[src/rtl/div_seq_pkg.sv]
// Shared state encoding and handshake constants for the multi-cycle divide sequencer.
package div_seq_pkg;

  typedef enum logic [1:0] {
    DivFree   = 2'b00,
    DivByZero = 2'b01,
    DivOn     = 2'b10,
    DivEnd    = 2'b11
  } div_state_e;

  localparam logic DivResultReady    = 1'b1;
  localparam logic DivResultNotReady = 1'b0;
  localparam logic DivStart          = 1'b1;
  localparam logic DivStop           = 1'b0;

endpackage

[src/rtl/div_seq_if.sv]
// Request/result bundle between the EX stage (master) and the divide sequencer (slave).
interface div_seq_if #(
  parameter int unsigned DATA_W = 32
);

  logic                  signed_div_i;
  logic [DATA_W-1:0]     opdata1_i;
  logic [DATA_W-1:0]     opdata2_i;
  logic                  start_i;
  logic                  annul_i;
  logic [2*DATA_W-1:0]   result_o;
  logic                  ready_o;
  logic                  stallreq_o;

  modport master (
    output signed_div_i, opdata1_i, opdata2_i, start_i, annul_i,
    input  result_o, ready_o, stallreq_o
  );

  modport slave (
    input  signed_div_i, opdata1_i, opdata2_i, start_i, annul_i,
    output result_o, ready_o, stallreq_o
  );

endinterface

[src/rtl/div_seq.sv]
// Shift-subtract divider for DIV/DIVU: one quotient bit per cycle, {remainder, quotient} out,
// with a stall request held while a started divide has not yet produced its result.
module div_seq
  import div_seq_pkg::*;
#(
  parameter int unsigned DATA_W = 32
) (
  input logic      Clk,
  input logic      Rst_n,
  div_seq_if.slave bus
);

  localparam int unsigned CntW = $clog2(DATA_W + 1);

  div_state_e            state_q, state_d;
  logic [CntW-1:0]       cnt_q, cnt_d;
  logic [2*DATA_W:0]     work_q, work_d;
  logic [DATA_W-1:0]     divisor_q, divisor_d;
  logic                  signed_q, signed_d;
  logic                  neg_op1_q, neg_op1_d;
  logic                  neg_op2_q, neg_op2_d;
  logic [2*DATA_W-1:0]   result_q, result_d;
  logic                  ready_q, ready_d;

  logic [DATA_W-1:0]     op1_abs, op2_abs;
  logic [DATA_W:0]       diff;
  logic [DATA_W-1:0]     quot, rem;

  always_comb begin
    op1_abs = (bus.signed_div_i && bus.opdata1_i[DATA_W-1]) ? -bus.opdata1_i : bus.opdata1_i;
    op2_abs = (bus.signed_div_i && bus.opdata2_i[DATA_W-1]) ? -bus.opdata2_i : bus.opdata2_i;

    // Trial subtraction of the divisor from the partial remainder; MSB set means it did not fit.
    diff = {1'b0, work_q[2*DATA_W-1:DATA_W]} - {1'b0, divisor_q};

    quot = work_q[DATA_W-1:0];
    rem  = work_q[2*DATA_W:DATA_W+1];
    if (signed_q && (neg_op1_q ^ neg_op2_q)) quot = -quot;
    if (signed_q && neg_op1_q)               rem  = -rem;
  end

  always_comb begin
    state_d   = state_q;
    cnt_d     = cnt_q;
    work_d    = work_q;
    divisor_d = divisor_q;
    signed_d  = signed_q;
    neg_op1_d = neg_op1_q;
    neg_op2_d = neg_op2_q;
    result_d  = result_q;
    ready_d   = ready_q;

    unique case (state_q)
      DivFree: begin
        ready_d  = DivResultNotReady;
        result_d = '0;
        if (bus.start_i == DivStart && !bus.annul_i) begin
          signed_d  = bus.signed_div_i;
          neg_op1_d = bus.signed_div_i & bus.opdata1_i[DATA_W-1];
          neg_op2_d = bus.signed_div_i & bus.opdata2_i[DATA_W-1];
          divisor_d = op2_abs;
          work_d    = {{DATA_W{1'b0}}, op1_abs, 1'b0};
          cnt_d     = '0;
          state_d   = (bus.opdata2_i == '0) ? DivByZero : DivOn;
        end
      end
      DivByZero: begin
        if (bus.annul_i) begin
          state_d = DivFree;
          ready_d = DivResultNotReady;
        end else begin
          state_d  = DivEnd;
          result_d = '0;
          ready_d  = DivResultReady;
        end
      end
      DivOn: begin
        if (bus.annul_i) begin
          state_d = DivFree;
          ready_d = DivResultNotReady;
        end else if (cnt_q == CntW'(DATA_W)) begin
          result_d = {rem, quot};
          ready_d  = DivResultReady;
          state_d  = DivEnd;
        end else begin
          if (diff[DATA_W]) work_d = {work_q[2*DATA_W-1:0], 1'b0};
          else              work_d = {diff[DATA_W-1:0], work_q[DATA_W-1:0], 1'b1};
          cnt_d = cnt_q + 1'b1;
        end
      end
      DivEnd: begin
        // Holding start keeps the result; a new divide needs start to drop first.
        if (bus.start_i == DivStop) begin
          state_d  = DivFree;
          ready_d  = DivResultNotReady;
          result_d = '0;
        end
      end
    endcase
  end

  always_ff @(posedge Clk) begin
    if (!Rst_n) begin
      state_q   <= DivFree;
      cnt_q     <= '0;
      work_q    <= '0;
      divisor_q <= '0;
      signed_q  <= 1'b0;
      neg_op1_q <= 1'b0;
      neg_op2_q <= 1'b0;
      result_q  <= '0;
      ready_q   <= DivResultNotReady;
    end else begin
      state_q   <= state_d;
      cnt_q     <= cnt_d;
      work_q    <= work_d;
      divisor_q <= divisor_d;
      signed_q  <= signed_d;
      neg_op1_q <= neg_op1_d;
      neg_op2_q <= neg_op2_d;
      result_q  <= result_d;
      ready_q   <= ready_d;
    end
  end

  assign bus.result_o   = result_q;
  assign bus.ready_o    = ready_q;
  assign bus.stallreq_o = bus.start_i & ~ready_q;

endmodule

[src/flat_wrapper.sv]
// flat-port wrapper written by rule: the top's interface ports become plain ports
module div_seq_flat import div_seq_pkg::*;
#(
  parameter int unsigned DATA_W = 32
)
  (Clk, Rst_n, bus_signed_div_i, bus_opdata1_i, bus_opdata2_i, bus_start_i, bus_annul_i, bus_result_o, bus_ready_o, bus_stallreq_o);
  div_seq_if #(.DATA_W(DATA_W)) bus_i ();
  input logic Clk;
  input logic Rst_n;
  input wire logic [$bits(bus_i.signed_div_i)-1:0] bus_signed_div_i;
  input wire logic [$bits(bus_i.opdata1_i)-1:0] bus_opdata1_i;
  input wire logic [$bits(bus_i.opdata2_i)-1:0] bus_opdata2_i;
  input wire logic [$bits(bus_i.start_i)-1:0] bus_start_i;
  input wire logic [$bits(bus_i.annul_i)-1:0] bus_annul_i;
  output wire logic [$bits(bus_i.result_o)-1:0] bus_result_o;
  output wire logic [$bits(bus_i.ready_o)-1:0] bus_ready_o;
  output wire logic [$bits(bus_i.stallreq_o)-1:0] bus_stallreq_o;
  assign bus_i.signed_div_i = bus_signed_div_i;
  assign bus_i.opdata1_i = bus_opdata1_i;
  assign bus_i.opdata2_i = bus_opdata2_i;
  assign bus_i.start_i = bus_start_i;
  assign bus_i.annul_i = bus_annul_i;
  assign bus_result_o = bus_i.result_o;
  assign bus_ready_o = bus_i.ready_o;
  assign bus_stallreq_o = bus_i.stallreq_o;
  div_seq #(.DATA_W(DATA_W)) u_core (.Clk(Clk), .Rst_n(Rst_n), .bus(bus_i));
endmodule
[config.mk]
export PLATFORM = sky130hd
export DESIGN_NAME = div_seq_flat
export DESIGN_NICKNAME = d
export VERILOG_FILES = /design/src/rtl/div_seq_pkg.sv /design/src/rtl/div_seq_if.sv /design/src/rtl/div_seq.sv /design/src/flat_wrapper.sv
export SDC_FILE = /design/constraint.sdc
export NUM_CORES = 1
export LEC_CHECK = 0
export ABC_CLOCK_PERIOD_IN_PS = 3380
export BUFFER_PORTS_ARGS = -buffer_cell sky130_fd_sc_hd__buf_4
export CAP_MARGIN = 20
export CORE_MARGIN = 4
export CORE_UTILIZATION = 46
export DETAILED_ROUTE_END_ITERATION = 7
export GPL_TIMING_DRIVEN = 0
export PLACE_DENSITY = 0.73
export SKIP_LAST_GASP = 1
export SLEW_MARGIN = 20
export SYNTH_ARGS = -nofsm -noshare
export SYNTH_HDL_FRONTEND = slang
export SYNTH_SLANG_ARGS = --single-unit
export TNS_END_PERCENT = 20
[constraint.sdc]
create_clock -name Clk -period 3.38 [get_ports Clk]
set_input_delay 0.676 -clock Clk [delete_from_list [all_inputs] [get_ports Clk]]
set_output_delay 0.676 -clock Clk [all_outputs]
set_load 0.03 [all_outputs]
After elaboration in Yosys (flattened, before gate mapping)
Cells that the tools add are included.
{ "word_totals": {"regBits": 173, "in_bits": 69, "out_inout_bits": 66, "elab_cells": 75} }
{ "op_classes": {"addsub": 6, "n_eq_ne": 11, "n_mux": 30, "n_bitwise": 5, "n_reduce_logical": 14} }
{ "op_table": {"columns": ["operator", "count"], "rows": [
  ["2-to-1 mux 65 bit", 4],
  ["2-to-1 mux 64 bit", 4],
  ["case mux 64 bit (4 select lines)", 1],
  ["case mux 65 bit (2 select lines)", 1],
  ["2-to-1 mux 32 bit", 4],
  ["negation 32 bit", 4],
  ["subtractor 32 x 32 -> 33 bit", 1],
  ["logical NOT 32 bit", 1],
  ["2-to-1 mux 6 bit", 3],
  ["2-to-1 mux 2 bit", 6],
  ["case mux 6 bit (2 select lines)", 1],
  ["!= test 2 bit (second input constant)", 4],
  ["case mux 2 bit (4 select lines)", 1],
  ["AND reduction 4 bit", 2],
  ["adder 6 x 1 -> 6 bit (second input constant)", 1],
  ["== test 6 bit (second input constant)", 1],
  ["logical AND 1 bit", 5],
  ["== test 2 bit (second input constant)", 2],
  ["2-to-1 mux 1 bit", 4],
  ["!= test 2 x 1 -> 1 bit (second input constant)", 2],
  ["case mux 1 bit (4 select lines)", 1],
  ["AND reduction 2 bit", 2],
  ["bitwise AND 1 bit", 3],
  ["!= test 3 x 2 -> 1 bit (second input constant)", 1],
  ["other kinds (7)", 7]
]} }

Logic depth before layout (Yosys ltp)
{ "depth": {"ltp_word": 6, "depth_mapped": 14, "ltp_nobuf": 12} }

Worst setup path before layout
Ideal clock, no wire load.
{ "synth_timing": {"path_type": "register to register", "from": "register u_core.work_q[43]", "to": "register u_core.work_q[63]", "t_arrival_ps": 2644, "setup_slack_ps": 615, "stages_incl_launch_ff": 12, "n_path_buf": 1, "synth_period_minus_slack_ps": 2765, "path_cell_list": "dfxtp_1 -> ha_1 -> and2_1 -> nor4b_2 -> a22oi_1 -> a31oi_2 -> a221o_2 -> a221o_1 -> buf_6 -> nand2_2 -> nor3_1 -> a221o_1"} }
{ "synth_via": {"elab_chain_cells": 5} }
{ "synth_rtl": {"columns": ["item", "line", "text"], "rows": [
  ["from (decl)", "div_seq.sv:17", "logic [2*DATA_W:0] work_q, work_d;"],
  ["from (signal assigned)", "div_seq.sv:116", "work_q <= work_d;"],
  ["subtractor 32 x 32 -> 33 bit", "div_seq.sv:34", "diff = {1'b0, work_q[2*DATA_W-1:DATA_W]} - {1'b0, divisor_q};"],
  ["2-to-1 mux 65 bit", "div_seq.sv:86", "if (diff[DATA_W]) work_d = {work_q[2*DATA_W-1:0], 1'b0};"],
  ["2-to-1 mux 65 bit", "div_seq.sv:81", "end else if (cnt_q == CntW'(DATA_W)) begin"],
  ["2-to-1 mux 65 bit", "div_seq.sv:78", "if (bus.annul_i) begin"],
  ["case mux 65 bit (2 select lines)", "div_seq.sv:53", "unique case (state_q)"]
]} }
Every way passes these cells. The select of a mux whose other input is x is not followed.
A chain may end at the register's enable or synchronous reset.

Worst setup path in the final report
{ "layout_timing": {"from": "register u_core.work_q[33]", "to": "register u_core.work_q[45]"} }
The elaborated chain is that of the path after synthesis.

==> flow_metrics.tcl <==
set metrics [dict create \
    synth_edf_count 0 \
    postSynthCellCount 1453 \
    yosys_register_bits 173 \
    overflow 0 \
    p_int_w 0.00443 \
    regToRegSetupSlack_ps 90 \
    area_growth_pct 17.8 \
    cap_violations 0 \
    clock_path_buffers 2 \
    p_leak_nw 5.48 \
    netlist_area_mm2 0.0112 \
    hold_buffers 0 \
    placed_cell_area_mm2 0.0126 \
    avgRoutedWirePerCell_um 16.8 \
    synth_top_family_by_area "compound AO/OA/AOI/OAI gates" \
    power_density_mw_per_mm2 567 \
    rr_startpoint "u_core.work_q[33]" \
    synth-async-reset-ratio 0 \
    clkSlewWorstSetupHoldPaths_ps 70 \
    die_y_um 164 \
    drt_iter0_drc 1007 \
    cp.arrival_ps 3600 \
    cp-end-kind "flop" \
    peakVddDrop_mv 0.283 \
    yosysSeqAreaShare 0.309 \
    start_kind "flop" \
    crit_slowest_cell "dfxtp_1" \
    grt_pass1_wl_mm 52.5 \
    rows 56 \
    vias_per_cell 5.59 \
    dp.cells 1906 \
    worstHoldStart "u_core.bus.result_o[30]" \
    nets 1720 \
    utilization 0.557 \
    fin_crit_sh 0.975 \
    hold_viol 0 \
    antenna_found_initial 0 \
    synth_compound_area_frac 0.247 \
    cp_top_family "compound AO/OA/AOI/OAI gates" \
    cpMostUsedCell "buf_6" \
    r2r_end "u_core.work_q[45]" \
    antenna_left 0 \
    switchingPower_w 0.00306 \
    ioPinCount 135 \
    whs_path_depth 2 \
    clock_latency_ps 440 \
    cts_tree "built" \
    seq_power_share 0.324 \
    port_buffers 134 \
    netSwitchingFraction 0.408 \
    totalWireLength_mm 32.5 \
    synthesis.nets 1567 \
    initial_core_util 0.472 \
    cts-root-buf "clkbuf_16" \
    synth_fa_ha_area_frac 0.0509 \
    place_congestion 0.932 \
    antenna_cells 0 \
    dp_slack_ps 106 \
    p_comb_frac 0.407 \
    skew_ps 10.5 \
    status "complete, no violations" \
    synth_simple_gate_area_frac 0.217 \
    slew_violations 0 \
    yosys_warnings 0 \
    htree_num_levels 4 \
    cp.buffers_inverters 3 \
    path_class "reg2reg" \
    die_area_mm2 0.0270 \
    reg2reg_depth 12 \
    min_period_ps 3290 \
    final_area_mm2 0.0132 \
    crit_path_max_incr_delay_ps 540 \
    fmax_mhz 304 \
    critPathLaunch "u_core.work_q[33]" \
    worstMarginPinSlew_ps 851 \
    core_mm2 0.0238 \
    finalPower_w 0.00749 \
    p_clk_frac 0.269 \
    hpwl_mm 25.6 \
    min_to "u_core.bus.result_o[30]" \
    cts_sinks 173 \
    rsz0062_at_grt "true" \
    layout-drive-gt1-share 0.124 \
    crit_chain "inv_1, fa_1, nor2b_4, o2111a_1, o2111ai_2, a31oi_2, a221o_2, a221o_1, buf_6, buf_6, mux2i_1, o21ai_1" \
    synth_mux_area_frac 0.00803 \
    cp.required_ps 3690 \
    grt_usage 0.243 \
    drc 0 \
    worst_slack_ps 85.3 \
    crit_fanout 10 \
    syn_area_per_cell_um2 7.72 \
    hold_path_class "reg2reg" \
    cts_buffers 17 \
    setup_viol 0 \
    first_global_vias 10100 \
    die_x_um 164 \
    fillers 2246 \
    fin_cells 1938 \
    synth_cell_types 67 \
    ys.flop_type "dfxtp_1" \
    grt_start_max_net_pins 17 \
    maxSlewHeadroom 0.427 \
    vias 10800 \
    synthXorXnorAreaFrac 0.115 \
    dr.pass1.iters 6 \
]
==> worst min-delay path, cell delays in order, from the launching register on <==
cell and delay [ps]:
dfxtp_1 330, nand2_1 50, o21ai_0 50
==> power groups by stage <==
stage	clock [W]	sequential [W]	combinational, W
finish	0.00202	0.00242	0.00305
global route	0.00212	0.00245	0.00341
CTS	0.00204	0.00242	0.00301
detailed placement	0	0.00247	0.00299
global placement	0	0.00246	0.00297
floorplan	0	0.00245	0.00215
==> worst max path at each step <==
stage,endpoint,slack (ps),depth (start not counted)
after global placement,u_core.work_q[63],90,11
final,u_core.work_q[45],90,12
after global routing,u_core.work_q[33],-90,11
after detailed placement,u_core.work_q[63],110,11
after floorplan,u_core.work_q[63],610,11
after CTS,u_core.work_q[63],70,11
==> registers in the layout, indices dropped and copies added (netlist names) <==
| register | flops |
|---|---|
| u_core.work_q | 65 |
| u_core.bus.result_o | 64 |
| u_core.divisor_q | 32 |
| u_core.cnt_q | 6 |
| u_core.state_q | 2 |
| u_core.bus.ready_o | 1 |
| u_core.neg_op1_q | 1 |
| u_core.neg_op2_q | 1 |
| u_core.signed_q | 1 |
==> per-layer routing <==
| layer | global-route usage | vias up | wire (um) |
|---|---|---|---|
| li1 | - | 5378 | - |
| met3 | 0.0381 | 51 | 2300 |
| met2 | 0.400 | 418 | 14800 |
| met4 | 0.0679 | 0 | 614 |
| met1 | 0.331 | 4983 | 14800 |
| met5 | 0 | - | 0 |
==> cells by family (layout without fill, tap and decap cells) <==
group           after synthesis  in the layout
xor+xnor                    147            147
buf+inv                     149            315
mux                           9              9
flops                       173            173
simple gates                509            509
compound gates              421            421
fa+ha+maj                    45             45
==> synth_stat cells (8+ instances only) <==
cell | count | area share
a22oi_1 | 33 | 0.022
and2_1 | 20 | 0.011
a21oi_1 | 85 | 0.038
o21ai_0 | 119 | 0.053
mux2i_1 | 9 | 0.0080
and3_1 | 10 | 0.0056
nor2_1 | 86 | 0.029
nor2b_1 | 38 | 0.021
a32oi_1 | 8 | 0.0062
a21o_1 | 10 | 0.0067
o211a_1 | 21 | 0.019
or4_1 | 9 | 0.0060
o21ai_1 | 16 | 0.0071
dfxtp_1 | 173 | 0.31
a31oi_1 | 10 | 0.0056
nor3_1 | 22 | 0.0098
ha_1 | 44 | 0.049
clkbuf_1 | 74 | 0.025
nand3_1 | 31 | 0.014
o41ai_1 | 9 | 0.0070
a21boi_0 | 44 | 0.029
o31ai_1 | 17 | 0.011
nand2b_1 | 13 | 0.0072
xnor2_1 | 72 | 0.056
nor4_1 | 17 | 0.0095
nand2_1 | 231 | 0.077
inv_1 | 60 | 0.020
xor2_1 | 75 | 0.059
==> metrics by stage <==
step                setup TNS, ps  hold WS [ps]
detailed placement              0           445
global placement                0           443
CTS                             0           462
floorplan                       0           441
finish                          0           458
global route                 -433           475
==> cell usage in the layout (no fill, tap or decap), types with 20 or more instances in the layout <==
cell	Yosys	routed
nor3_1	22	22
xor2_1	75	75
clkbuf_1	74	74
inv_1	60	60
nor2b_1	38	38
buf_4	3	137
ha_1	44	44
o21ai_0	119	118
o211a_1	21	21
a21oi_1	85	85
and2_1	20	20
xnor2_1	72	72
a22oi_1	33	33
dfxtp_1	173	173
nand2_1	231	231
nand3_1	31	31
a21boi_0	44	44
nor2_1	86	86
==> timing repair <==
item | CTS | global route
resized for setup | 0 | 2
setup endpoints to repair | 0 | 12
setup buffers | 0 | 0
==> area by class of cell <==
| type | count | area (um2) | share of cell area |
|---|---|---|---|
| Buffer | 89 | 385 | 0.0291 |
| Clock buffer | 18 | 439 | 0.0332 |
| Clock inverter | 14 | 156 | 0.0118 |
| Inverter | 60 | 225 | 0.0170 |
| Multi-Input combinational cell | 1131 | 7150 | 0.541 |
| Sequential cell | 173 | 3460 | 0.262 |
| Tap cell | 319 | 399 | 0.0302 |
| Timing Repair Buffer | 134 | 1010 | 0.0761 |
No activity file was read; power rests on OpenSTA's default activity.
